--- config.mk ---
export PLATFORM = sky130hd
export DESIGN_NAME = srl_fifo_ireg
export DESIGN_NICKNAME = d
export VERILOG_FILES = /design/src/rtl/srl_fifo_ireg.sv
export SDC_FILE = /design/constraint.sdc
export NUM_CORES = 2
export LEC_CHECK = 0
export ABC_CLOCK_PERIOD_IN_PS = 222800
export CAP_MARGIN = 20
export CORE_ASPECT_RATIO = 0.9
export CORE_MARGIN = 10
export CORE_UTILIZATION = 55
export CTS_CLUSTER_DIAMETER = 30
export DETAILED_ROUTE_END_ITERATION = 10
export GPL_ROUTABILITY_DRIVEN = 0
export PLACE_DENSITY = 0.72
export SLEW_MARGIN = 10
export SYNTH_ARGS = -nofsm -noshare
export SYNTH_HDL_FRONTEND = slang
export SYNTH_SLANG_ARGS = --single-unit
--- constraint.sdc ---
create_clock -name CLK -period 222.8 [get_ports CLK]
set_clock_uncertainty 0.15 [all_clocks]
set_input_delay 55.7 -clock CLK [delete_from_list [all_inputs] [get_ports CLK]]
set_output_delay 55.7 -clock CLK [all_outputs]
set_load 0.01 [all_outputs]
--- src/rtl/srl_fifo_ireg.sv ---
// srl_fifo_ireg: an SRL-based FIFO whose write side passes through a
// one-word input register, so the producer never drives the shift register
// directly. The consumer reads the SRL head straight out of the array.
// Total capacity is 2**l2depth words in the SRL plus one in the input register.
module srl_fifo_ireg #(
   parameter int width   = 128,
   parameter int l2depth = 5
) (
   input  logic             CLK,
   input  logic             RST_N,
   input  logic             CLR,
   input  logic             ENQ,
   input  logic [width-1:0] D_IN,
   output logic             FULL_N,
   input  logic             DEQ,
   output logic             EMPTY_N,
   output logic [width-1:0] D_OUT
);

   localparam int depth = 2 ** l2depth;

   localparam logic [l2depth:0] cnt_one      = (l2depth + 1)'(1);
   localparam logic [l2depth:0] cnt_depth    = (l2depth + 1)'(depth);
   localparam logic [l2depth:0] cnt_depth_m1 = (l2depth + 1)'(depth - 1);

   // input register stage
   logic [width-1:0] ireg_reg;
   logic             ifull_reg;
   logic             ifull_next;

   // shift-register storage; dat_reg[0] is the most recently shifted-in word
   logic [width-1:0] dat_reg [depth];

   // occupancy of the SRL only (the input register is tracked by ifull_reg)
   logic [l2depth:0] cnt_reg;
   logic [l2depth:0] cnt_next;
   logic             sempty_reg;
   logic             sempty_next;
   logic             sfull_reg;
   logic             sfull_next;

   // per-cycle moves
   logic             xfer;
   logic             enq_ok;
   logic             deq_ok;
   logic [l2depth-1:0] head_idx;

   // Moves between stages; xfer depends only on flops so that the producer's
   // ENQ never reaches the SRL shift enable combinationally.
   always_comb begin
      xfer   = ifull_reg & ~sfull_reg;
      enq_ok = ENQ & FULL_N;
      deq_ok = DEQ & ~sempty_reg;
   end

   // Next-state for the input flag, occupancy and the registered SRL flags.
   always_comb begin
      ifull_next = enq_ok | (ifull_reg & ~xfer);

      cnt_next = cnt_reg;
      if (xfer & ~deq_ok) begin
         cnt_next = cnt_reg + cnt_one;
      end else if (deq_ok & ~xfer) begin
         cnt_next = cnt_reg - cnt_one;
      end

      sempty_next = ((cnt_reg == '0) & ~xfer)
                  | ((cnt_reg == cnt_one) & deq_ok & ~xfer);

      sfull_next  = ((cnt_reg == cnt_depth) & ~deq_ok)
                  | ((cnt_reg == cnt_depth_m1) & xfer & ~deq_ok);
   end

   // Control state; reset and CLR both empty the queue and ignore ENQ/DEQ.
   always_ff @(posedge CLK) begin
      if (!RST_N || CLR) begin
         ifull_reg  <= 1'b0;
         cnt_reg    <= '0;
         sempty_reg <= 1'b1;
         sfull_reg  <= 1'b0;
      end else begin
         ifull_reg  <= ifull_next;
         cnt_reg    <= cnt_next;
         sempty_reg <= sempty_next;
         sfull_reg  <= sfull_next;
      end
   end

   // Input data register; no reset so it maps onto plain enable flops.
   always_ff @(posedge CLK) begin
      if (enq_ok) begin
         ireg_reg <= D_IN;
      end
   end

   // Shift-register body; kept reset-free so it can be packed into SRLs.
   always_ff @(posedge CLK) begin
      if (xfer) begin
         dat_reg[0] <= ireg_reg;
         for (int i = 1; i < depth; i++) begin
            dat_reg[i] <= dat_reg[i-1];
         end
      end
   end

   // Head index is cnt-1 taken modulo depth; adding all-ones subtracts one
   // without widening, and cnt==depth correctly maps to depth-1.
   assign head_idx = cnt_reg[l2depth-1:0] + {l2depth{1'b1}};

   assign FULL_N  = ~(ifull_reg & sfull_reg);
   assign EMPTY_N = ~sempty_reg;
   assign D_OUT   = dat_reg[head_idx];

endmodule

After elaboration in Yosys (flattened, before gate mapping)
Memory sizes are Yosys's and may differ from the RTL's.
Index checks and enable logic that the tools add are counted.
{"block": "totals", "ff_bits": 137, "latch_bits": 0, "mem_bits_rw": 4096, "mem_bits_ro": 0, "inputBits": 133, "out_inout_bits": 130, "elab_cells": 41, "n_memories": 1}
{"block": "classes", "addsub": 3, "mul": 0, "div": 0, "n_lt_le_gt_ge": 0, "eq_ne": 3, "n_shift": 0, "muxes": 4, "bitwise": 21, "n_reduce_logical": 4}
{"memory": "dat_reg", "depth": 32, "word_bits": 128, "read_ports": 32, "rd_ports_with_merged_regs": 0, "wr": 32, "line_no": "32", "text": "logic [width-1:0] dat_reg [depth];"}
{"cell": "bitwise AND 1 bit", "n": 13}
{"cell": "two-way mux 6 bit", "n": 2}
{"cell": "adder 6 x 1 -> 6 bit (second input constant)", "n": 1}
{"cell": "== test 6 x 1 -> 1 bit (second input constant)", "n": 1}
{"cell": "== test 6 x 5 -> 1 bit (second input constant)", "n": 1}
{"cell": "== test 6 bit (second input constant)", "n": 1}
{"cell": "logical NOT 6 bit", "n": 1}
{"cell": "subtractor 6 x 1 -> 6 bit (second input constant)", "n": 1}
{"cell": "adder 5 bit (second input constant)", "n": 1}
{"cell": "NOT 1 bit", "n": 5}
{"cell": "bitwise OR 1 bit", "n": 3}
{"cell": "two-way mux 1 bit", "n": 2}
{"cell": "nonzero test 2 bit", "n": 1}
{"cell": "logical NOT 1 bit", "n": 1}
{"cell": "logical OR 1 bit", "n": 1}

Depth between registers and ports, before layout
{"block": "logic_depth", "depth_word": 6, "ltp_mapped": 15, "ltp_nobuf": 8}

Worst setup path before layout
OpenSTA, ideal clock, no wires.
{"block": "synth_timing", "path_kind": "register -> register", "start": "register sfull_reg", "end": "register cnt_reg[5]", "setup_ns": 0.124, "arrival_ns": 200.446, "t_required_ns": 222.526, "path_slack_ns": 22.080, "stages_incl_launch_ff": 7, "n_path_buf": 1, "synth_period_minus_slack_ns": 200.720, "cell_sequence": "dfxtp_1 nor2b_1 ha_1 clkbuf_1 o21bai_1 xor2_1 nor2_1"}
{"block": "synth_between", "elab_chain_len": 5, "word_cells_on_any_way": 7, "classes_between": "1 x mux; 5 x bitwise; 1 x reduce/logical"}
{"item": "start, declared", "line_no": "39", "text": "logic sfull_reg;"}
{"item": "start signal, assigned", "line_no": "85", "text": "sfull_reg <= sfull_next;"}
{"item": "NOT 1 bit *", "line_no": "51", "text": "xfer = ifull_reg & ~sfull_reg;"}
{"item": "bitwise AND 1 bit *", "line_no": "51"}
{"item": "named net xfer", "line_no": "43", "text": "logic xfer;"}
{"item": "NOT 1 bit", "line_no": "63", "text": "end else if (deq_ok & ~xfer) begin"}
{"item": "bitwise AND 1 bit", "line_no": "63"}
{"item": "nonzero test 2 bit (no line)"}
{"item": "end signal, assigned", "line_no": "83", "text": "cnt_reg <= cnt_next;"}
{"item": "end, declared", "line_no": "35", "text": "logic [l2depth:0] cnt_reg;"}
The timed path passes the listed nets; every way through them passes the cells marked *.
A chain may end at the register's enable or synchronous reset.

Final worst setup path
{"block": "layout_timing", "start": "register cnt_reg[0]", "end": "output D_OUT[67]"}
{"block": "layout_between", "elab_chain_len": 2}
{"item": "adder 5 bit", "line_no": "108", "text": "assign head_idx = cnt_reg[l2depth-1:0] + {l2depth{1'b1}};"}
{"item": "memory read (32 x 128 bit)"}
{"item": "end, declared", "line_no": "17", "text": "output logic [width-1:0] D_OUT"}
No other way between the ends.

==> impl_metrics.ini <==
[run_status]
status = complete, no violations

[cts]
cts_buffer_depth = 4
cts_setup_buffers = 0
clkLatencyLatePin_ps = 1000
clkTransAtPathRegs_ps = 50
cts_tree = done
hold_buffers = 0
cts_resized = 0
cts.sinks = 4233
cts-root-buf = clkbuf_16
cts_buffers = 660
htree_levels = 6

[logic_synthesis]
ys_ff_latch = 4233
ys_types = 48
yosysWarningCount = 0
synth_common_cells = 4224 x edfxtp_1, 1024 x mux4_2, 725 x nand2_1, 242 x nand3_1, 164 x buf_2
synth_area_um2 = 160000
synth_cells = 7113
synth_top_area_share_pct = 79.4
synth-edff-count = 4224
yosysMostFrequentCell = edfxtp_1
syn_avg_cell_area_um2 = 22.5
synthFlopType = edfxtp_1
syn_nets = 7250
synth.area.top_cells = edfxtp_1 79%, mux4_2 14%, nand2_1 1.7%, mux2i_1 0.86%, nand3_1 0.76%
synthArstFlopShare_pct = 0
ys_seq_area_share_pct = 79.5
synth_area_leader_cell = edfxtp_1

[floorplanning]
pin_count = 263
die-area_um2 = 313000
die_x_um = 588
core_um2 = 289000
die_y_um = 531
start_util_pct = 55.3
fp-row-count = 187

[setup_path]
rr_worst_depth = 8
worstPathRequired_ps = 166950
crit_slowest_cell = buf_4
cp-start-kind = flip-flop
cp_common_cell = buf_4
cp_cell_sequence = buf_4 > buf_4 > buf_4 > buf_4 > buf_4 > buf_4 > buf_4 > mux4_2 > nand2_1 > a32oi_1 > and3_1 > clkdlybuf4s50_1
crit_family = buffers and inverters
crit_type = flip-flop to primary output
r2r_end = dat_reg[2][109]$_DFFE_PP_
crit_path_max_fanout = 47
cp.buffers_inverters = 8
slowest_delay_ps = 820
cp-end-kind = primary output
r2r_setup_slack_ps = 215610
rr_startpoint = ifull_reg$_SDFF_PP0_
critical_path_depth = 12
cp_data_arrival_time_ps = 9060

[power_and_ir_drop]
pwr-share-clk_pct = 50.5
p_int_uw = 1600
pwr-share-seq_pct = 44.0
ir_drop_v = 0.0000109
switchingPower_uw = 462
power_density_nw_per_um2 = 10.9
combPwrFrac_pct = 5.5
leakage_uw = 0.0607
swShare_pct = 22.4

[global_route]
grt_pass1_vias = 78395
grt_pass1_wl_um = 477000
grt-ovfl-total = 0
grt_usage_pct = 19.1
antenna_found_initial = 4
grt_start_max_net_pins = 216

[detailed_routing]
ant_nets = 0
drtIter0Drc = 8103
wire_per_inst_um = 24.8
post-route-drc-count = 0
dr.pass1.iters = 5
vias = 73264
totalWireLength_um = 303000
vias_per_cell = 6.00

[cells_and_area]
drive_gt1_share_pct = 27.1
largest_register_ffs = 4096
num-nets-final = 7901
syn_to_final_growth_pct = 18.7
fin_area_um2 = 190000

[sta]
rsz0062_at_grt = false
fmax_mhz = 15.4
fin_crit_ps = 64910
setup_viol = 0
final_max_slew_viol_count = 0
fin_crit_sh_pct = 29.1
tns_ps = 0
finalHoldViolCount = 0
tightest_slew_ps = 1180
relSlewSlack_pct = 21.0

[placed_design]
place_hpwl_um = 155000
dpl_cell_area_um2 = 167000
numPortBuffers = 262

[min_path]
min_from = ireg_reg[99]$_DFFE_PP_
hold_path_end = dat_reg[0][99]$_DFFE_PP_
hold_depth = 0
hold_class = flip-flop to flip-flop

[flow_run]
cap_violations = 0
[kinds of logic (layout without fill, tap and decap cells)]
| group | Yosys count | in the layout | share of synthesized area (%) |
|---|---|---|---|
| flops | 4233 | 4233 | 79.5 |
| mux | 1161 | 1161 | 15.3 |
| simple gates | 1141 | 1141 | 3.13 |
| buf+inv | 390 | 1607 | 1.09 |
| compound gates | 176 | 176 | 0.925 |
| xor+xnor | 8 | 8 | 0.0532 |
| fa+ha+maj | 4 | 4 | 0.0313 |
| other cells | 0 | 1 | 0 |
[worst max-delay path by stage]
stage                               to  slack [ps]                    start
6_report                     D_OUT[67]      157890  cnt_reg[0]$_SDFFE_PP0P_
4_1_cts                      D_OUT[61]      157180  cnt_reg[0]$_SDFFE_PP0P_
3_5_place_dp                 D_OUT[68]      158310  cnt_reg[0]$_SDFFE_PP0P_
5_1_grt                      D_OUT[63]      156800  cnt_reg[0]$_SDFFE_PP0P_
2_1_floorplan  cnt_reg[5]$_SDFFE_PP0P_       22080     sfull_reg$_SDFF_PP0_
3_3_place_gp                 D_OUT[62]      158340  cnt_reg[0]$_SDFFE_PP0P_
[layer usage]
metal / vias to the layer above / track usage (%) / part of all wire (%)
met5: - / 0 / 0.0043
met4: 2 / 5.82 / 2.6
met3: 537 / 3.66 / 6.7
met2: 2654 / 29.5 / 49
met1: 38706 / 28.3 / 42
li1: 31365 / - / -
[stage by stage]
| stage | utilization [%] | total power, uW | hold slack (ps) | setup slack, ps | instances |
|---|---|---|---|---|---|
| after floorplan | - | 1160 | 250 | 22080 | 7113 |
| after global placement | 57.7 | 1030 | 252 | 158340 | 10969 |
| after detailed placement | 57.7 | 1040 | 255 | 158310 | 10969 |
| after CTS | 65.6 | 2080 | 224 | 157180 | 12197 |
| after global routing | 65.7 | 2130 | 238 | 156800 | 12205 |
| final | 65.7 | 2060 | 222 | 157890 | 12205 |
[worst register-to-register path, cell delays in order (launching register included)]
cell     delay [ps]
dfxtp_1         340
nor2b_4         140
buf_4           660
buf_12          750
buf_4          1070
buf_4           730
buf_4           910
buf_4          1010
buf_4           940
[layout by cell type, fill, tap and decap left out, drive strengths merged, types with 2 or more instances in the layout]
cell type,instances
edfxtp,4224
mux4,1024
nand2,725
clkbuf,725
clkdlybuf4s50,262
nand3,242
clkinv,237
mux2i,137
a32oi,120
and3,120
buf,111
inv,101
clkinvlp,90
bufinv,81
nor2b,20
a21boi,16
nor2,11
o41ai,9
o221ai,9
dfxtp,9
nand2b,6
a21oi,6
xor2,5
o22ai,4
nor3,4
ha,4
or3,3
xnor2,3
o21ai,3
o21a,2
o21bai,2
nand3b,2
and2,2
[power groups by stage]
stage               registers, uW  clock network [uW]  logic, uW
floorplan                    1100                   0       67.4
global placement              921                   0        112
detailed placement            923                   0        113
CTS                           908                1060        114
global route                  910                1100        120
finish                        908                1040        112
[layout make-up]
class,count,area [um2]
Antenna cell,1,2.50
Clock buffer,725,17000
Clock inverter,503,5950
Fill cell,17891,99200
Inverter,6,22.5
Multi-Input combinational cell,2490,31100
Sequential cell,4233,127000
Tap cell,3874,4850
Timing Repair Buffer,373,3780
Power figures use the tool's default switching activity.
